===== config.mk =====
export PLATFORM = sky130hd
export DESIGN_NAME = sym_fir_stream
export DESIGN_NICKNAME = d
export VERILOG_FILES = /design/src/rtl/sym_fir_stream.sv
export SDC_FILE = /design/constraint.sdc
export NUM_CORES = 2
export LEC_CHECK = 0
export ABC_AREA = 1
export CAP_MARGIN = 10
export CORE_ASPECT_RATIO = 1.2
export CORE_UTILIZATION = 30
export DETAILED_ROUTE_END_ITERATION = 16
export MAX_ROUTING_LAYER = met4
export SKIP_LAST_GASP = 1
export SYNTH_ARGS = -nofsm -noshare
export SYNTH_HDL_FRONTEND = slang
export SYNTH_SLANG_ARGS = --single-unit

===== constraint.sdc =====
create_clock -name clk -period 15.1 [get_ports clk]
set_clock_uncertainty 0.1 [all_clocks]
set_input_delay 3.775 -clock clk [delete_from_list [all_inputs] [get_ports clk]]
set_output_delay 3.775 -clock clk [all_outputs]
set_load 0.05 [all_outputs]

===== src/rtl/sym_fir_stream.sv =====
// Streaming symmetric FIR: delay line, pre-add/multiply, adder tree, round/saturate.
// One sample per clock, fixed 4-cycle in_valid -> out_valid latency, no stalls.
module sym_fir_stream #(
    parameter int TAPS        = 12,
    parameter int DATA_WIDTH  = 12,
    parameter int COEFF_WIDTH = 8,
    parameter int OUT_WIDTH   = 16,
    parameter int ROUND_SHIFT = 0,
    parameter int SAT_EN      = 1,
    localparam int NUNIQ      = (TAPS + 1) / 2,
    localparam int AW         = (NUNIQ > 1) ? $clog2(NUNIQ) : 1
) (
    input  logic                   clk,
    input  logic                   clr,
    input  logic                   coeff_we,
    input  logic [AW-1:0]          coeff_addr,
    input  logic [COEFF_WIDTH-1:0] coeff_data,
    input  logic                   hist_clr,
    input  logic                   in_valid,
    input  logic [DATA_WIDTH-1:0]  in_data,
    output logic                   out_valid,
    output logic [OUT_WIDTH-1:0]   out_data
);
    localparam int NPAIR = TAPS / 2;
    localparam int P_W   = DATA_WIDTH + 1;
    localparam int M_W   = P_W + COEFF_WIDTH;
    localparam int ACC_W = M_W + $clog2(NUNIQ);
    localparam int R_W   = ACC_W + 1;
    localparam int E_W   = (R_W > OUT_WIDTH) ? R_W : OUT_WIDTH;

    localparam logic signed [E_W-1:0] MAX_V = {{(E_W-OUT_WIDTH+1){1'b0}}, {(OUT_WIDTH-1){1'b1}}};
    localparam logic signed [E_W-1:0] MIN_V = {{(E_W-OUT_WIDTH+1){1'b1}}, {(OUT_WIDTH-1){1'b0}}};

    logic signed [DATA_WIDTH-1:0]  x_reg     [TAPS];
    logic signed [COEFF_WIDTH-1:0] coeff_reg [NUNIQ];
    logic signed [P_W-1:0]         pre_add   [NUNIQ];
    logic signed [M_W-1:0]         prod_reg  [NUNIQ];
    logic signed [ACC_W-1:0]       sum_next;
    logic signed [ACC_W-1:0]       sum_reg;
    logic signed [R_W-1:0]         round_val;
    logic signed [E_W-1:0]         round_ext;
    logic [OUT_WIDTH-1:0]          scaled;
    logic                          valid_x_reg;
    logic                          valid_m_reg;
    logic                          valid_s_reg;

    // Delay line; a history clear coincident with a sample keeps only that sample.
    always_ff @(posedge clk or posedge clr) begin
        if (clr) begin
            for (int i = 0; i < TAPS; i++) x_reg[i] <= '0;
            valid_x_reg <= 1'b0;
        end else begin
            valid_x_reg <= in_valid;
            if (hist_clr) begin
                for (int i = 0; i < TAPS; i++) x_reg[i] <= '0;
                if (in_valid) x_reg[0] <= in_data;
            end else if (in_valid) begin
                x_reg[0] <= in_data;
                for (int i = 1; i < TAPS; i++) x_reg[i] <= x_reg[i-1];
            end
        end
    end

    always_ff @(posedge clk or posedge clr) begin
        if (clr) begin
            for (int i = 0; i < NUNIQ; i++) coeff_reg[i] <= '0;
        end else begin
            for (int i = 0; i < NUNIQ; i++) begin
                if (coeff_we && coeff_addr == AW'(i)) coeff_reg[i] <= coeff_data;
            end
        end
    end

    genvar gi;
    generate
        for (gi = 0; gi < NUNIQ; gi++) begin : g_pre
            if (gi < NPAIR) begin : g_pair
                assign pre_add[gi] = P_W'(x_reg[gi]) + P_W'(x_reg[TAPS-1-gi]);
            end else begin : g_centre
                assign pre_add[gi] = P_W'(x_reg[gi]);
            end
        end
    endgenerate

    // Coefficients are read here, so a write lands on every window pre-added after its edge.
    always_ff @(posedge clk or posedge clr) begin
        if (clr) begin
            for (int i = 0; i < NUNIQ; i++) prod_reg[i] <= '0;
            valid_m_reg <= 1'b0;
        end else begin
            valid_m_reg <= valid_x_reg & ~hist_clr;
            for (int i = 0; i < NUNIQ; i++) begin
                prod_reg[i] <= M_W'(pre_add[i]) * M_W'(coeff_reg[i]);
            end
        end
    end

    always_comb begin
        sum_next = '0;
        for (int i = 0; i < NUNIQ; i++) sum_next = sum_next + ACC_W'(prod_reg[i]);
    end

    always_ff @(posedge clk or posedge clr) begin
        if (clr) begin
            sum_reg     <= '0;
            valid_s_reg <= 1'b0;
        end else begin
            sum_reg     <= sum_next;
            valid_s_reg <= valid_m_reg & ~hist_clr;
        end
    end

    // One guard bit so the rounding offset can never wrap the accumulator.
    generate
        if (ROUND_SHIFT > 0) begin : g_round
            localparam logic signed [R_W-1:0] HALF = R_W'(1) << (ROUND_SHIFT - 1);
            assign round_val = (R_W'(sum_reg) + HALF) >>> ROUND_SHIFT;
        end else begin : g_no_round
            assign round_val = R_W'(sum_reg);
        end
    endgenerate

    assign round_ext = E_W'(round_val);

    always_comb begin
        scaled = round_ext[OUT_WIDTH-1:0];
        if (SAT_EN != 0) begin
            if (round_ext > MAX_V) begin
                scaled = MAX_V[OUT_WIDTH-1:0];
            end else if (round_ext < MIN_V) begin
                scaled = MIN_V[OUT_WIDTH-1:0];
            end
        end
    end

    always_ff @(posedge clk or posedge clr) begin
        if (clr) begin
            out_valid <= 1'b0;
            out_data  <= '0;
        end else begin
            out_valid <= valid_s_reg & ~hist_clr;
            if (valid_s_reg && !hist_clr) out_data <= scaled;
        end
    end

endmodule


; After elaboration in Yosys (flattened, before gate mapping)
; Cells that the tools add are included.
; W data, S select, Z words.
[op_classes]
reduce_logical = 10
bitwise_logic = 4
eq_ne = 5
addsub = 11
muxes = 5
order_cmp = 2
multipliers = 6
[ops]
columns = op, n
row1 = $mux W144, 2
row2 = $mul A13 B8 Y21, 6
row3 = $add A12 B12 Y13, 6
row4 = $add A24 B21 Y24, 2
row5 = $mux W16, 2
row6 = $add A23 B21 Y24, 1
row7 = $gt A24 B16 Y1 const B, 1
row8 = $lt A24 B16 Y1 const B, 1
row9 = $add A22 B21 Y23, 1
row10 = $add A21 B21 Y22, 1
row11 = $mux W12, 1
row12 = $logic_and A1 B1 Y1, 7
row13 = $eq A3 B2 Y1 const B, 2
row14 = $eq A3 B3 Y1 const B, 2
row15 = $and A1 B1 Y1, 3
row16 = $eq A3 B1 Y1 const B, 1
row17 = $logic_not A3 Y1, 1
row18 = $reduce_bool A2 Y1, 1
row19 = $logic_not A1 Y1, 1
row20 = $not A1 Y1, 1
[totals]
input_bits = 28
out_inout_bits = 17
register_bits = 362
wordCells = 73

; Depth between registers and ports, before layout
[logic_depth]
word_depth = 5
mapped_depth = 32

; Least setup slack after synthesis
; OpenSTA, ideal clock, no wires.
[synth_path]
kind = flip-flop to flip-flop
from = register x_reg[24] (netlist name)
to = register prod_reg[83] (netlist name)
t_arrival_ns = 4.913
setup_slack_ns = 10.022
path_buffers = 0
setup_ns = 0.065
stages_incl_launch_ff = 24
period_less_slack_ns = 5.078
cell_sequence = dfrtp_1 -> ha_1 -> inv_1 -> fa_1 -> inv_1 -> nand3_1 -> nand2_1 -> nand3_1 -> nand4_1 -> nand3_1 -> fa_1 -> inv_1 -> fa_1 -> inv_1 -> fa_1 -> fa_1 -> inv_1 -> ha_1 -> a21o_1 -> nor2_1 -> nand2_1 -> a21oi_1 -> nand3_1 -> nand2_1
[synth_between]
elab_chain_cells = 2
[synth_rtl]
columns = element, line_no
row1 = from (decl), 34  ; logic signed [DATA_WIDTH-1:0] x_reg [TAPS];
row2 = $add A12 B12 Y13, 78  ; assign pre_add[gi] = P_W'(x_reg[gi]) + P_W'(x_reg[TAPS-1-gi]);
row3 = $mul A13 B8 Y21, 93  ; prod_reg[i] <= M_W'(pre_add[i]) * M_W'(coeff_reg[i]);
row4 = "to (signal, indexed assignment)", 93
row5 = to (decl), 37  ; logic signed [M_W-1:0] prod_reg [NUNIQ];
; No other way between the ends.
; A chain may end at the register's enable or synchronous reset.

; Worst setup path in the final report
[layout_path]
from = input port hist_clr
to = register out_data[1]
[layout_between]
elab_chain_cells = 2
[layout_rtl]
columns = element, line_no
row1 = from (decl), 18  ; input logic hist_clr,
row2 = $logic_not A1 Y1, 142  ; if (valid_s_reg && !hist_clr) out_data <= scaled;
row3 = $logic_and A1 B1 Y1, 142
row4 = to (signal assigned), 142
row5 = to (decl), 22  ; output logic [OUT_WIDTH-1:0] out_data
; No other way between the ends.

==> results.json <==
{
  "yosysWarnings": 0,
  "r2r_slack_ns": 9.22,
  "dieArea_um2": 145000,
  "final_util_pct": 33.2,
  "gp_congestion": 0.889,
  "grt_pass1_wl_mm": 185,
  "largest_reg_flops": 144,
  "grt_setup_unrepaired": "false",
  "relSlewSlack_pct": 31.1,
  "status": "complete, no violations",
  "timing_worst_slew_pin_value_ns": 1.03,
  "setup_slack_ns": 9.06,
  "ant_nets": 0,
  "p_clk_share_pct": 15.7,
  "internal-power_mw": 3.47,
  "holdWs_ns": 0.369,
  "ys_seq_elements": 362,
  "via_count": 33300,
  "wl_per_cell_um": 16.0,
  "gr-usage-met3_pct": 1.47,
  "rr_startpoint": "x_reg[48]$_DFFE_PP0P_",
  "ir_drop_mv": 0.184,
  "min_path_cells": 2,
  "drcViolationCount": 0,
  "power_density_nw_per_um2": 152,
  "synth.avg_cell_area_um2": 7.90,
  "hold_buffers": 0,
  "setup_viol": 0,
  "routed_wl_mm": 117,
  "core_um2": 142000,
  "cts_setup_buffers": 0,
  "post-place-ws_ns": 8.52,
  "hpwl_mm": 101,
  "die_h_um": 417,
  "min_from": "valid_m_reg$_DFF_PP0_",
  "drv_slew": 0,
  "cts.clk_slew.worst_paths_ns": 0.06,
  "critPathKind": "in2reg",
  "power_switching_mw": 3.66,
  "drtIter0Drc": 2038,
  "use_met1_pct": 21.1,
  "final-seq-area_um2": 9060,
  "hold_viol": 0,
  "die_w_um": 348,
  "hold_class": "reg2reg",
  "clkLatencyLatePin_ns": 0.61,
  "initial_core_util_pct": 30.3,
  "cts_buffer_depth": 3,
  "fillCellCount": 14900,
  "finalCriticalPeriod_ns": 6.04,
  "synth_area_um2": 43000,
  "multi_input_area_um2": 28300,
  "grt_usage_pct": 16.8,
  "min_delay_worst_endpoint": "valid_s_reg$_DFF_PP0_",
  "r2r-end": "prod_reg[41]$_DFF_PP0_",
  "max_freq_mhz": 166,
  "pwr-share-seq_pct": 19.3,
  "grt_overflow_total": 0,
  "drive_gt1_share_pct": 2.50,
  "worstPathMaxFanout": 37,
  "cts_tree": "yes",
  "synth_nets": 6397,
  "switching_share_pct": 51.3,
  "portBuffers": 44,
  "cp.required_ns": 15.52,
  "cts.sinks": 362,
  "grt_start_max_net_pins": 97,
  "combPwrFrac_pct": 65.0,
  "grt_use_met2_pct": 28.2,
  "final_nets": 6401,
  "worstPathArrival_ns": 6.46,
  "cts_buffers": 44,
  "finalCritPeriodShare_pct": 40.0,
  "area_growth_syn_to_layout_pct": 9.26,
  "cts-root-buf": "clkbuf_16",
  "grt_pass1_vias": 33600,
  "r2r_cells": 22,
  "end_kind": "register",
  "cts-resized-gates": 0,
  "antenna_found_initial": 3,
  "vias_per_cell": 4.55,
  "placementRows": 151,
  "netlist_instances": 5439,
  "top_usage_layer": "met2",
  "tns_ns": 0,
  "total_leakage_power_nw": 25.4,
  "startpoint_type": "input port",
  "maxCapViolations": 0,
  "ys_seq_area_share_pct": 21.1,
  "dr.pass1.iters": 7,
  "synth.distinct_cells": 35,
  "pin_count": 45,
  "htree_levels": 2
}
## area by class of cell
type                       count  share of cell area (%)
clock inverter                26                   0.570
timing repair buffer          51                    1.05
sequential                   362                    19.3
tap                         1836                    4.89
clock buffer                  56                    2.70
inverter                    1415                    11.3
multi-input combinational   3569                    60.2
antenna                        1                 0.00533
## power by group through the flow
| stage | logic [mW] | clock network [mW] | registers (mW) |
|---|---|---|---|
| after floorplan | 3.30 | 0 | 1.37 |
| after global placement | 4.62 | 0 | 1.40 |
| after detailed placement | 4.68 | 0 | 1.40 |
| after CTS | 4.70 | 1.14 | 1.39 |
| after global routing | 5.33 | 1.18 | 1.40 |
| final | 4.64 | 1.12 | 1.38 |
## Yosys cell counts
cell / instances / area [um2]
a21boi_1: 1 / 7.51
a21o_1: 7 / 52.6
a21oi_1: 138 / 691
a21oi_2: 2 / 17.5
and2_1: 8 / 50.1
buf_1: 5 / 18.8
buf_2: 12 / 60.1
buf_4: 1 / 7.51
clkbuf_1: 74 / 278
clkbuf_2: 1 / 5.00
clkinv_1: 4 / 15.0
dfrtp_1: 362 / 9060
fa_1: 603 / 12100
ha_1: 327 / 4090
inv_1: 1404 / 5270
inv_2: 7 / 26.3
nand2_1: 1087 / 4080
nand2_2: 3 / 18.8
nand3_1: 239 / 1200
nand3_2: 2 / 20.0
nand3b_1: 13 / 97.6
nand4_1: 57 / 357
nor2_1: 640 / 2400
nor3_1: 5 / 25.0
nor4_1: 3 / 18.8
o21a_1: 3 / 22.5
o21ai_0: 120 / 601
o21ai_1: 6 / 30.0
o21bai_1: 19 / 143
o22ai_1: 109 / 682
or2_2: 22 / 138
xnor2_1: 49 / 429
xnor2_2: 3 / 48.8
xor2_1: 95 / 832
xor2_2: 8 / 130
## per-layer routing
layer | vias up | share of wire, %
li1 | 16200 | -
met1 | 16200 | 44
met2 | 718 | 49
met3 | 152 | 3.9
met4 | 0 | 3.7
met5 | - | 0
## worst max-delay path by stage
stage | from | endpoint | slack (ns) | depth (start not counted)
after floorplan | clr | coeff_reg[0]$_DFFE_PP0P_ | 1.18 | 1
after global placement | hist_clr | out_data[8]$_DFFE_PP0P_ | 8.55 | 6
after detailed placement | hist_clr | out_data[8]$_DFFE_PP0P_ | 8.52 | 6
after CTS | hist_clr | out_data[8]$_DFFE_PP0P_ | 9.15 | 6
after global routing | x_reg[36]$_DFFE_PP0P_ | prod_reg[62]$_DFF_PP0_ | 8.83 | 26
final | hist_clr | out_data[1]$_DFFE_PP0P_ | 9.06 | 6
## critical path, cell delays in order
cell             delay, ns
clkdlybuf4s50_1       0.47
inv_2                 0.48
nand2_1               0.76
a21oi_2               0.73
nand2_1               0.12
nand2_1               0.09
## metrics by stage
step / instances / total power [mW] / cell area, um2
floorplan: 5439 / 4.67 / 43000
global placement: 7233 / 6.03 / 45400
detailed placement: 7233 / 6.08 / 45400
CTS: 7315 / 7.23 / 47000
global route: 7315 / 7.91 / 47000
finish: 7316 / 7.13 / 47000
## layout by cell type, fill, tap and decap left out, types with 8 or more instances in the layout
cell             Yosys  final
a21oi_1            138    138
and2_1               8      8
clkbuf_16            0     46
clkbuf_8             0      8
clkdlybuf4s50_1      0     44
dfrtp_1            362    362
fa_1               603    603
ha_1               327    327
inv_1             1404   1403
nand2_1           1087   1085
nand3_1            239    239
nand3b_1            13     13
nand4_1             57     57
nor2_1             640    640
o21ai_0            120    120
o21bai_1            19     19
o22ai_1            109    109
or2_2               22     22
xnor2_1             49     49
xor2_1              95     95
xor2_2               8      8
## cell families (layout without fill, tap and decap cells)
family / Yosys count / in the layout / share of synthesized area [%]
AO/OA/AOI/OAI: 405 / 405 / 5.22
buffers and inverters: 1508 / 1548 / 13.2
adder cells (fa/ha/maj): 930 / 930 / 37.6
AND/OR/NAND/NOR: 2079 / 2079 / 19.5
flip-flops: 362 / 362 / 21.1
other: 0 / 1 / 0
XOR/XNOR: 155 / 155 / 3.35
(Power assumes the default switching activity.)
